==> src/rtl/mel_frame_ring_if.sv <==
// mel_frame_ring_if
//   Streaming bus between the mel filter, the frame ring and the binarizer.
//   Input side : in_valid / in_data   (one mel value per pulse, no backpressure)
//   Output side: out_valid / out_ready handshake carrying out_sum, out_flux and
//                out_last (last element of a frame).
//   slave  : view used by mel_frame_ring
//   master : view used by the producer/consumer environment
interface mel_frame_ring_if #(
    parameter int unsigned BIT_WIDTH = 16
);
    logic                 in_valid;
    logic [BIT_WIDTH-1:0] in_data;
    logic                 out_ready;
    logic                 out_valid;
    logic [BIT_WIDTH-1:0] out_sum;
    logic [BIT_WIDTH-1:0] out_flux;
    logic                 out_last;

    modport slave (
        input  in_valid,
        input  in_data,
        input  out_ready,
        output out_valid,
        output out_sum,
        output out_flux,
        output out_last
    );

    modport master (
        output in_valid,
        output in_data,
        output out_ready,
        input  out_valid,
        input  out_sum,
        input  out_flux,
        input  out_last
    );
endinterface

==> src/rtl/mel_frame_ring.sv <==
// mel_frame_ring
//   Keeps the last N_BANKS mel frames. For every new frame it streams, element
//   by element, the saturated sum and the absolute difference between that
//   frame and the frame lag_q frames earlier. Frames that would overwrite live
//   history are dropped and reported through the sticky overflow flag.
//   N_BANKS must be at least 3.
// Ports
//   clk, rst_n : clock, asynchronous active-low reset
//   en         : synchronous enable; low clears all control state
//   cfg_lag    : frame lag, sampled while en=0 (clamped to 1..N_BANKS-2)
//   bus        : mel_frame_ring_if slave (in_valid/in_data, out_* handshake)
//   overflow   : sticky frame-drop flag
module mel_frame_ring #(
    parameter int unsigned N_MEL     = 32,
    parameter int unsigned BIT_WIDTH = 16,
    parameter int unsigned N_BANKS   = 4
) (
    input  logic                       clk,
    input  logic                       rst_n,
    input  logic                       en,
    input  logic [$clog2(N_BANKS)-1:0] cfg_lag,
    mel_frame_ring_if.slave            bus,
    output logic                       overflow
);
    localparam int unsigned LW = $clog2(N_BANKS);
    localparam int unsigned IW = $clog2(N_MEL);
    localparam int unsigned PW = LW + 1;

    localparam logic [IW-1:0] LAST_IDX  = IW'(N_MEL - 1);
    localparam logic [LW-1:0] LAST_BANK = LW'(N_BANKS - 1);
    localparam logic [LW-1:0] MAX_LAG   = LW'(N_BANKS - 2);
    localparam logic [PW-1:0] PEND_CAP  = PW'(N_BANKS - 2);

    typedef enum logic [0:0] {R_IDLE, R_READ} rstate_e;

    function automatic logic [LW-1:0] bank_inc(input logic [LW-1:0] b);
        return (b == LAST_BANK) ? '0 : b + 1'b1;
    endfunction

    // ------------------------------------------------------------------
    // Storage
    // ------------------------------------------------------------------
    logic [BIT_WIDTH-1:0] mem_q [N_BANKS][N_MEL];
    logic [BIT_WIDTH-1:0] cur_q;
    logic [BIT_WIDTH-1:0] past_q;

    // ------------------------------------------------------------------
    // Control state
    // ------------------------------------------------------------------
    logic [LW-1:0] lag_q;
    logic [LW-1:0] lag_clamp;
    logic [IW-1:0] wr_idx_q,   wr_idx_d;
    logic [LW-1:0] wr_bank_q,  wr_bank_d;
    logic [LW-1:0] hist_cnt_q, hist_cnt_d;
    logic [PW-1:0] pend_q,     pend_d;
    logic [PW-1:0] pend_dec;
    logic          ovf_q,      ovf_d;

    rstate_e       rstate_q;
    logic [IW-1:0] rd_idx_q;
    logic [LW-1:0] rd_bank_q;
    logic [LW-1:0] past_bank;
    logic          rd_vld_q;
    logic          rd_last_q;

    logic                 out_valid_q;
    logic [BIT_WIDTH-1:0] out_sum_q;
    logic [BIT_WIDTH-1:0] out_flux_q;
    logic                 out_last_q;

    logic wr_fire;
    logic wr_done;
    logic hist_adv;
    logic issue;
    logic rd_last;

    // ------------------------------------------------------------------
    // Lag clamp
    // ------------------------------------------------------------------
    always_comb begin
        lag_clamp = cfg_lag;
        if (cfg_lag == '0) begin
            lag_clamp = LW'(1);
        end else if (cfg_lag > MAX_LAG) begin
            lag_clamp = MAX_LAG;
        end
    end

    always_ff @(posedge clk or negedge rst_n) begin
        if (!rst_n) begin
            lag_q <= LW'(1);
        end else if (!en) begin
            lag_q <= lag_clamp;
        end
    end

    // ------------------------------------------------------------------
    // Handshake / event decode
    // ------------------------------------------------------------------
    assign wr_fire  = en && bus.in_valid;
    assign wr_done  = wr_fire && (wr_idx_q == LAST_IDX);
    assign hist_adv = wr_done && (hist_cnt_q < lag_q);
    assign issue    = en && (rstate_q == R_READ) && !rd_vld_q &&
                      (!out_valid_q || bus.out_ready);
    assign rd_last  = issue && (rd_idx_q == LAST_IDX);

    assign past_bank = (rd_bank_q >= lag_q) ? (rd_bank_q - lag_q)
                     : LW'({1'b0, rd_bank_q} + PW'(N_BANKS) - {1'b0, lag_q});

    // ------------------------------------------------------------------
    // Write side: index, bank, history count, pending frames, overflow
    // ------------------------------------------------------------------
    always_comb begin
        pend_dec   = pend_q - PW'(rd_last);
        wr_idx_d   = wr_idx_q;
        wr_bank_d  = wr_bank_q;
        hist_cnt_d = hist_cnt_q;
        pend_d     = pend_dec;
        ovf_d      = ovf_q;

        if (wr_fire) begin
            wr_idx_d = (wr_idx_q == LAST_IDX) ? '0 : wr_idx_q + 1'b1;
        end

        if (wr_done) begin
            if (hist_cnt_q < lag_q) begin
                hist_cnt_d = hist_cnt_q + 1'b1;
                wr_bank_d  = bank_inc(wr_bank_q);
            end else if (pend_dec <= PEND_CAP - {1'b0, lag_q}) begin
                pend_d    = pend_dec + 1'b1;
                wr_bank_d = bank_inc(wr_bank_q);
            end else begin
                // Bank is reused by the next frame.
                ovf_d = 1'b1;
            end
        end

        if (!en) begin
            wr_idx_d   = '0;
            wr_bank_d  = '0;
            hist_cnt_d = '0;
            pend_d     = '0;
            ovf_d      = 1'b0;
        end
    end

    always_ff @(posedge clk or negedge rst_n) begin
        if (!rst_n) begin
            wr_idx_q   <= '0;
            wr_bank_q  <= '0;
            hist_cnt_q <= '0;
            pend_q     <= '0;
            ovf_q      <= 1'b0;
        end else begin
            wr_idx_q   <= wr_idx_d;
            wr_bank_q  <= wr_bank_d;
            hist_cnt_q <= hist_cnt_d;
            pend_q     <= pend_d;
            ovf_q      <= ovf_d;
        end
    end

    // ------------------------------------------------------------------
    // Memory: one write port, two synchronous read ports
    // ------------------------------------------------------------------
    always_ff @(posedge clk) begin
        if (wr_fire) begin
            mem_q[wr_bank_q][wr_idx_q] <= bus.in_data;
        end
    end

    always_ff @(posedge clk) begin
        if (issue) begin
            cur_q  <= mem_q[rd_bank_q][rd_idx_q];
            past_q <= mem_q[past_bank][rd_idx_q];
        end
    end

    // ------------------------------------------------------------------
    // Arithmetic on the read stage
    // ------------------------------------------------------------------
    logic [BIT_WIDTH:0]   sum_w;
    logic [BIT_WIDTH:0]   diff_w;
    logic [BIT_WIDTH-1:0] sum_sat;
    logic [BIT_WIDTH-1:0] flux_abs;

    always_comb begin
        sum_w    = {1'b0, cur_q} + {1'b0, past_q};
        diff_w   = {1'b0, cur_q} - {1'b0, past_q};
        sum_sat  = sum_w[BIT_WIDTH] ? '1 : sum_w[BIT_WIDTH-1:0];
        flux_abs = diff_w[BIT_WIDTH] ? (~diff_w[BIT_WIDTH-1:0] + 1'b1)
                                     : diff_w[BIT_WIDTH-1:0];
    end

    // ------------------------------------------------------------------
    // Read FSM with registered outputs
    // ------------------------------------------------------------------
    always_ff @(posedge clk or negedge rst_n) begin
        if (!rst_n) begin
            rstate_q    <= R_IDLE;
            rd_idx_q    <= '0;
            rd_bank_q   <= '0;
            rd_vld_q    <= 1'b0;
            rd_last_q   <= 1'b0;
            out_valid_q <= 1'b0;
            out_sum_q   <= '0;
            out_flux_q  <= '0;
            out_last_q  <= 1'b0;
        end else if (!en) begin
            rstate_q    <= R_IDLE;
            rd_idx_q    <= '0;
            rd_bank_q   <= '0;
            rd_vld_q    <= 1'b0;
            rd_last_q   <= 1'b0;
            out_valid_q <= 1'b0;
            out_sum_q   <= '0;
            out_flux_q  <= '0;
            out_last_q  <= 1'b0;
        end else begin
            rd_vld_q  <= issue;
            rd_last_q <= rd_last;

            // rd_bank tracks wr_bank through the history frames so the first
            // accepted frame is read from the bank it was written to.
            if (hist_adv) begin
                rd_bank_q <= bank_inc(rd_bank_q);
            end

            case (rstate_q)
                R_IDLE: begin
                    if (pend_q != '0) begin
                        rstate_q <= R_READ;
                    end
                end
                R_READ: begin
                    if (issue) begin
                        if (rd_idx_q == LAST_IDX) begin
                            rd_idx_q  <= '0;
                            rd_bank_q <= bank_inc(rd_bank_q);
                            rstate_q  <= R_IDLE;
                        end else begin
                            rd_idx_q <= rd_idx_q + 1'b1;
                        end
                    end
                end
                default: rstate_q <= R_IDLE;
            endcase

            if (rd_vld_q) begin
                out_valid_q <= 1'b1;
                out_sum_q   <= sum_sat;
                out_flux_q  <= flux_abs;
                out_last_q  <= rd_last_q;
            end else if (out_valid_q && bus.out_ready) begin
                out_valid_q <= 1'b0;
            end
        end
    end

    assign bus.out_valid = out_valid_q;
    assign bus.out_sum   = out_sum_q;
    assign bus.out_flux  = out_flux_q;
    assign bus.out_last  = out_last_q;
    assign overflow      = ovf_q;

endmodule

==> src/flat_wrapper.sv <==
// flat-port wrapper written by rule: the top's interface ports become plain ports
module mel_frame_ring_flat 
#(
    parameter int unsigned N_MEL     = 32,
    parameter int unsigned BIT_WIDTH = 16,
    parameter int unsigned N_BANKS   = 4
)
  (clk, rst_n, en, cfg_lag, overflow, bus_in_valid, bus_in_data, bus_out_ready, bus_out_valid, bus_out_sum, bus_out_flux, bus_out_last);
  mel_frame_ring_if #(.BIT_WIDTH(BIT_WIDTH)) bus_i ();
  input  logic clk;
  input  logic rst_n;
  input  logic en;
  input  logic [$clog2(N_BANKS)-1:0] cfg_lag;
  output logic overflow;
  input wire logic [$bits(bus_i.in_valid)-1:0] bus_in_valid;
  input wire logic [$bits(bus_i.in_data)-1:0] bus_in_data;
  input wire logic [$bits(bus_i.out_ready)-1:0] bus_out_ready;
  output wire logic [$bits(bus_i.out_valid)-1:0] bus_out_valid;
  output wire logic [$bits(bus_i.out_sum)-1:0] bus_out_sum;
  output wire logic [$bits(bus_i.out_flux)-1:0] bus_out_flux;
  output wire logic [$bits(bus_i.out_last)-1:0] bus_out_last;
  assign bus_i.in_valid = bus_in_valid;
  assign bus_i.in_data = bus_in_data;
  assign bus_i.out_ready = bus_out_ready;
  assign bus_out_valid = bus_i.out_valid;
  assign bus_out_sum = bus_i.out_sum;
  assign bus_out_flux = bus_i.out_flux;
  assign bus_out_last = bus_i.out_last;
  mel_frame_ring #(.N_MEL(N_MEL), .BIT_WIDTH(BIT_WIDTH), .N_BANKS(N_BANKS)) u_core (.clk(clk), .rst_n(rst_n), .en(en), .cfg_lag(cfg_lag), .bus(bus_i), .overflow(overflow));
endmodule
==> config.mk <==
export PLATFORM = sky130hd
export DESIGN_NAME = mel_frame_ring_flat
export DESIGN_NICKNAME = d
export VERILOG_FILES = /design/src/rtl/mel_frame_ring_if.sv /design/src/rtl/mel_frame_ring.sv /design/src/flat_wrapper.sv
export SDC_FILE = /design/constraint.sdc
export NUM_CORES = 2
export LEC_CHECK = 0
export BUFFER_PORTS_ARGS = -buffer_cell sky130_fd_sc_hd__buf_2
export CAP_MARGIN = 10
export CORE_AREA = 5 5 482 484
export DETAILED_ROUTE_END_ITERATION = 8
export DIE_AREA = 0 0 487 489
export HOLD_SLACK_MARGIN = 0.1
export PLACE_DENSITY_LB_ADDON = 0.2
export SYNTH_ARGS = -nofsm -noshare
export SYNTH_HDL_FRONTEND = slang
export SYNTH_SLANG_ARGS = --single-unit
==> constraint.sdc <==
create_clock -name clk -period 12.9 [get_ports clk]
set_input_delay 2.58 -clock clk [delete_from_list [all_inputs] [get_ports clk]]
set_output_delay 2.58 -clock clk [all_outputs]
set_load 0.05 [all_outputs]
==> flow_metrics.tcl <==
set metrics [dict create \
    globalRoute.totalOverflow 0 \
    post_synth_inst_count 5374 \
    area_added_between_synthesis_and_finish_pct 11.09 \
    finalSetupTns_ns 0 \
    vias 58670 \
    htree_levels 4 \
    synth_fp_nets 5456 \
    powerDensity_nw_per_um2 137.0 \
    post_synth_edffs 2080 \
    drt_pre_antenna_iters 6 \
    startpoint_type "flip-flop" \
    worst-setup-path-type "flip-flop to flip-flop" \
    critPathBufInv 4 \
    crit_family "simple AND/OR/NAND/NOR gates" \
    clock-skew-final_ns 0.02593 \
    start_util 0.4482 \
    grt_first_pass_wirelength_um 452600 \
    p_leak_nw 35.97 \
    achievable-frequency_mhz 142.0 \
    cp_cell_sequence "inv_1, ha_1, fa_1, nand2b_1, a21o_2, buf_4, nand3_4, buf_12, buf_4, mux4_2, mux2i_1, nor3_1, nor4_1, a221oi_1" \
    die-width_um 487 \
    finalWorstPathRequiredPeriod_ns 7.043 \
    grtUsageTotal 0.2694 \
    max_cap_viol_count 0 \
    preCtsSetupSlack_ns 5.864 \
    critical_path_rt_ns 13.47 \
    hold_path.class "flip-flop to flip-flop" \
    ys_dominant_reg_cell "sky130_fd_sc_hd__edfxtp_1" \
    max-vdd-ir-drop_v 0.0001478 \
    syn-cell-area_um2 101700 \
    route.antenna.remaining_nets 0 \
    place_hpwl_um 198300 \
    timing.critical_path.fanout_max 98 \
    timing_worst_slew_pin_value_ns 1.176 \
    setup_ws_ns 5.857 \
    clock_sinks 2139 \
    cts_tree "built" \
    synth.avg_cell_area_um2 18.92 \
    io-pin-count 58 \
    place.gp.congestion 0.8573 \
    worst_path_most_repeated_cell "sky130_fd_sc_hd__buf_4" \
    layout.cells.most_common_list "sky130_fd_sc_hd__edfxtp_1, sky130_fd_sc_hd__mux4_2, sky130_fd_sc_hd__nand2_1, sky130_fd_sc_hd__buf_4, sky130_fd_sc_hd__mux2i_1" \
    yosysWarningCount 0 \
    fin_crit_sh 0.5460 \
    wl_per_cell_um 37.19 \
    postCtsResizedCells 0 \
    clock-root-buffer "sky130_fd_sc_hd__clkbuf_16" \
    core_area_um2 226800 \
    number_of_antenna_violations_at_the_first_check_in_global_routing 24 \
    synth.distinct_cells 85 \
    share_of_post_route_cells_with_drive_strength_above_1 0.3116 \
    final-setup-viol-count 0 \
    clkLatencyLatePin_ns 0.87 \
    grt_start_max_net_pins 122 \
    ys_ff_latch 2139 \
    postCtsSetupBuffers 0 \
    total_clock_buffers_created_by_cts 218 \
    first_iter_violations 8075 \
    drt_wl_total_um 322500 \
    clk_pin_slew_worst_paths_ns 0.07 \
    hold_viol_final 0 \
    grt_setup_unrepaired "no" \
    die_h_um 489 \
    worst_setup_path_end_kind "flip-flop" \
    slowest_delay_ns 0.81 \
    min_hold_slack_ns 0.4839 \
    cts_hold_buf 0 \
    final_max_slew_viol_count 0 \
    yosysSeqAreaShare 0.6289 \
    cpMaxStageDelayCell "sky130_fd_sc_hd__nor4_1" \
    run_status "finished, final reports clean" \
    die_area_um2 238100 \
    cp_data_arrival_time_ns 7.61 \
    final_common_cell "sky130_fd_sc_hd__edfxtp_1" \
    ctsLongestPathBuffers 3 \
    routed_via_density 6.767 \
    relSlewSlack 0.1955 \
    grt_pass1_vias 58260 \
    core.rowCount 175 \
    placement.io_buffers 56 \
    drc 0 \
    final_net_count 5565 \
    async_flop_share 0.02758 \
]
logic make-up (layout without fill, tap and decap cells):
logic type | count (synthesis) | in the layout | synth area share
DFF | 2139 | 2139 | 0.6289
AOI/OAI and AO/OA | 451 | 451 | 0.02988
adders and majority gates | 59 | 59 | 0.007483
xor gates and xnor gates | 43 | 43 | 0.003705
other | 0 | 10 | 0
and+or+nand+nor | 861 | 861 | 0.03991
muxes | 1355 | 1355 | 0.2697
buffers and inverters | 466 | 743 | 0.02036
synthesized netlist by cell type, drive strengths merged (5+ instances only):
cell | n | area [um^2]
inv | 52 | 195.2
nand4 | 6 | 37.54
o31ai | 13 | 97.59
nor3 | 22 | 110.1
or3 | 9 | 56.30
a21oi | 94 | 474.2
and2 | 138 | 863.3
a22oi | 5 | 37.54
mux2 | 26 | 292.8
o21bai | 6 | 45.04
o22ai | 23 | 143.9
edfxtp | 2080 | 62460
o221ai | 9 | 78.83
xor2 | 14 | 122.6
o211ai | 14 | 105.1
a311o | 5 | 50.05
nor2b | 7 | 43.79
a21o | 7 | 53.80
a31oi | 61 | 381.6
a311oi | 21 | 183.9
nand3b | 5 | 37.54
mux4 | 1105 | 24890
o21ai | 76 | 380.4
a221oi | 9 | 78.83
nand2b | 16 | 102.6
nor4 | 7 | 43.79
clkinv | 5 | 18.77
a211oi | 49 | 367.9
nand2 | 411 | 1543
clkbuf | 213 | 799.5
o21a | 5 | 37.54
or4 | 9 | 67.56
a2111oi | 8 | 76.32
mux2i | 224 | 2242
xnor2 | 29 | 254.0
and3 | 54 | 337.8
nor2 | 104 | 392.9
ha | 56 | 700.7
dfrtp | 58 | 1451
nand3 | 62 | 322.8
buf | 196 | 1056
path summary, 6_finish.rpt:
path	from	slack [ns]	depth (start not counted)	endpoint
max	u_core.rd_bank_q[0]$_DFF_PN0_	5.86	14	u_core.past_q[12]$_DFFE_PP_
min in group asynchronous	rst_n	1.88	2	u_core.bus.out_flux[9]$_DFFE_PN0P_
max in group asynchronous	rst_n	10.44	2	u_core.rd_idx_q[2]$_DFFE_PN0P_
min	u_core.bus.out_flux[2]$_DFFE_PN0P_	0.48	2	u_core.bus.out_flux[2]$_DFFE_PN0P_
min reg2reg	u_core.bus.out_flux[2]$_DFFE_PN0P_	0.48	2	u_core.bus.out_flux[2]$_DFFE_PN0P_
max reg2reg	u_core.rd_bank_q[0]$_DFF_PN0_	5.86	14	u_core.past_q[12]$_DFFE_PP_
metrics by stage:
stage,utilization,instances,power (mW),area (um^2)
after floorplan,-,5374,8.733,101700
after global placement,0.4672,8272,9.297,106000
after detailed placement,0.4672,8272,9.306,106000
after CTS,0.4977,8660,15.53,112900
after global routing,0.4978,8662,15.90,112900
final,0.4978,8670,15.47,112900
state kept, by name, indices dropped and copies added (netlist names), 2 cells and up:
| register | count |
|---|---|
| u_core.cur_q | 16 |
| u_core.hist_cnt_q | 2 |
| u_core.wr_bank_q | 2 |
| u_core.rd_bank_q | 2 |
| u_core.mem_q | 2048 |
| u_core.rd_idx_q | 5 |
| u_core.wr_idx_q | 5 |
| u_core.bus.out_sum | 16 |
| u_core.lag_q | 2 |
| u_core.pend_q | 3 |
| u_core.bus.out_flux | 16 |
| u_core.past_q | 16 |
final cells by class:
type	instances	area [um^2]
Antenna cell	10	25.02
Clock buffer	276	5798
Clock inverter	112	1140
Fill cell	18440	113900
Inverter	57	235.2
Multi-Input combinational cell	2769	35710
Sequential cell	2139	63960
Tap cell	3009	3765
Timing Repair Buffer	298	2300
worst min-delay path: stages, from the launching register on:
cell and delay (ns):
sky130_fd_sc_hd__dfrtp_1 0.34, sky130_fd_sc_hd__nand2_1 0.05, sky130_fd_sc_hd__o21ai_0 0.06
report_power, final:
| group | total (mW) | switching [mW] | internal, mW |
|---|---|---|---|
| registers | 7.64 | 0.00576 | 7.63 |
| logic | 1.54 | 0.967 | 0.576 |
| clock network | 6.29 | 2.70 | 3.59 |
metal layers:
layer | part of all wire | global-route usage | routed length (um)
met5 | 0.000087 | 0 | 28
met4 | 0.044 | 0.1066 | 14310
met3 | 0.10 | 0.05911 | 32610
met1 | 0.39 | 0.3748 | 125400
met2 | 0.47 | 0.4186 | 150100
Note: power is estimated with default switching activity, not from simulation.
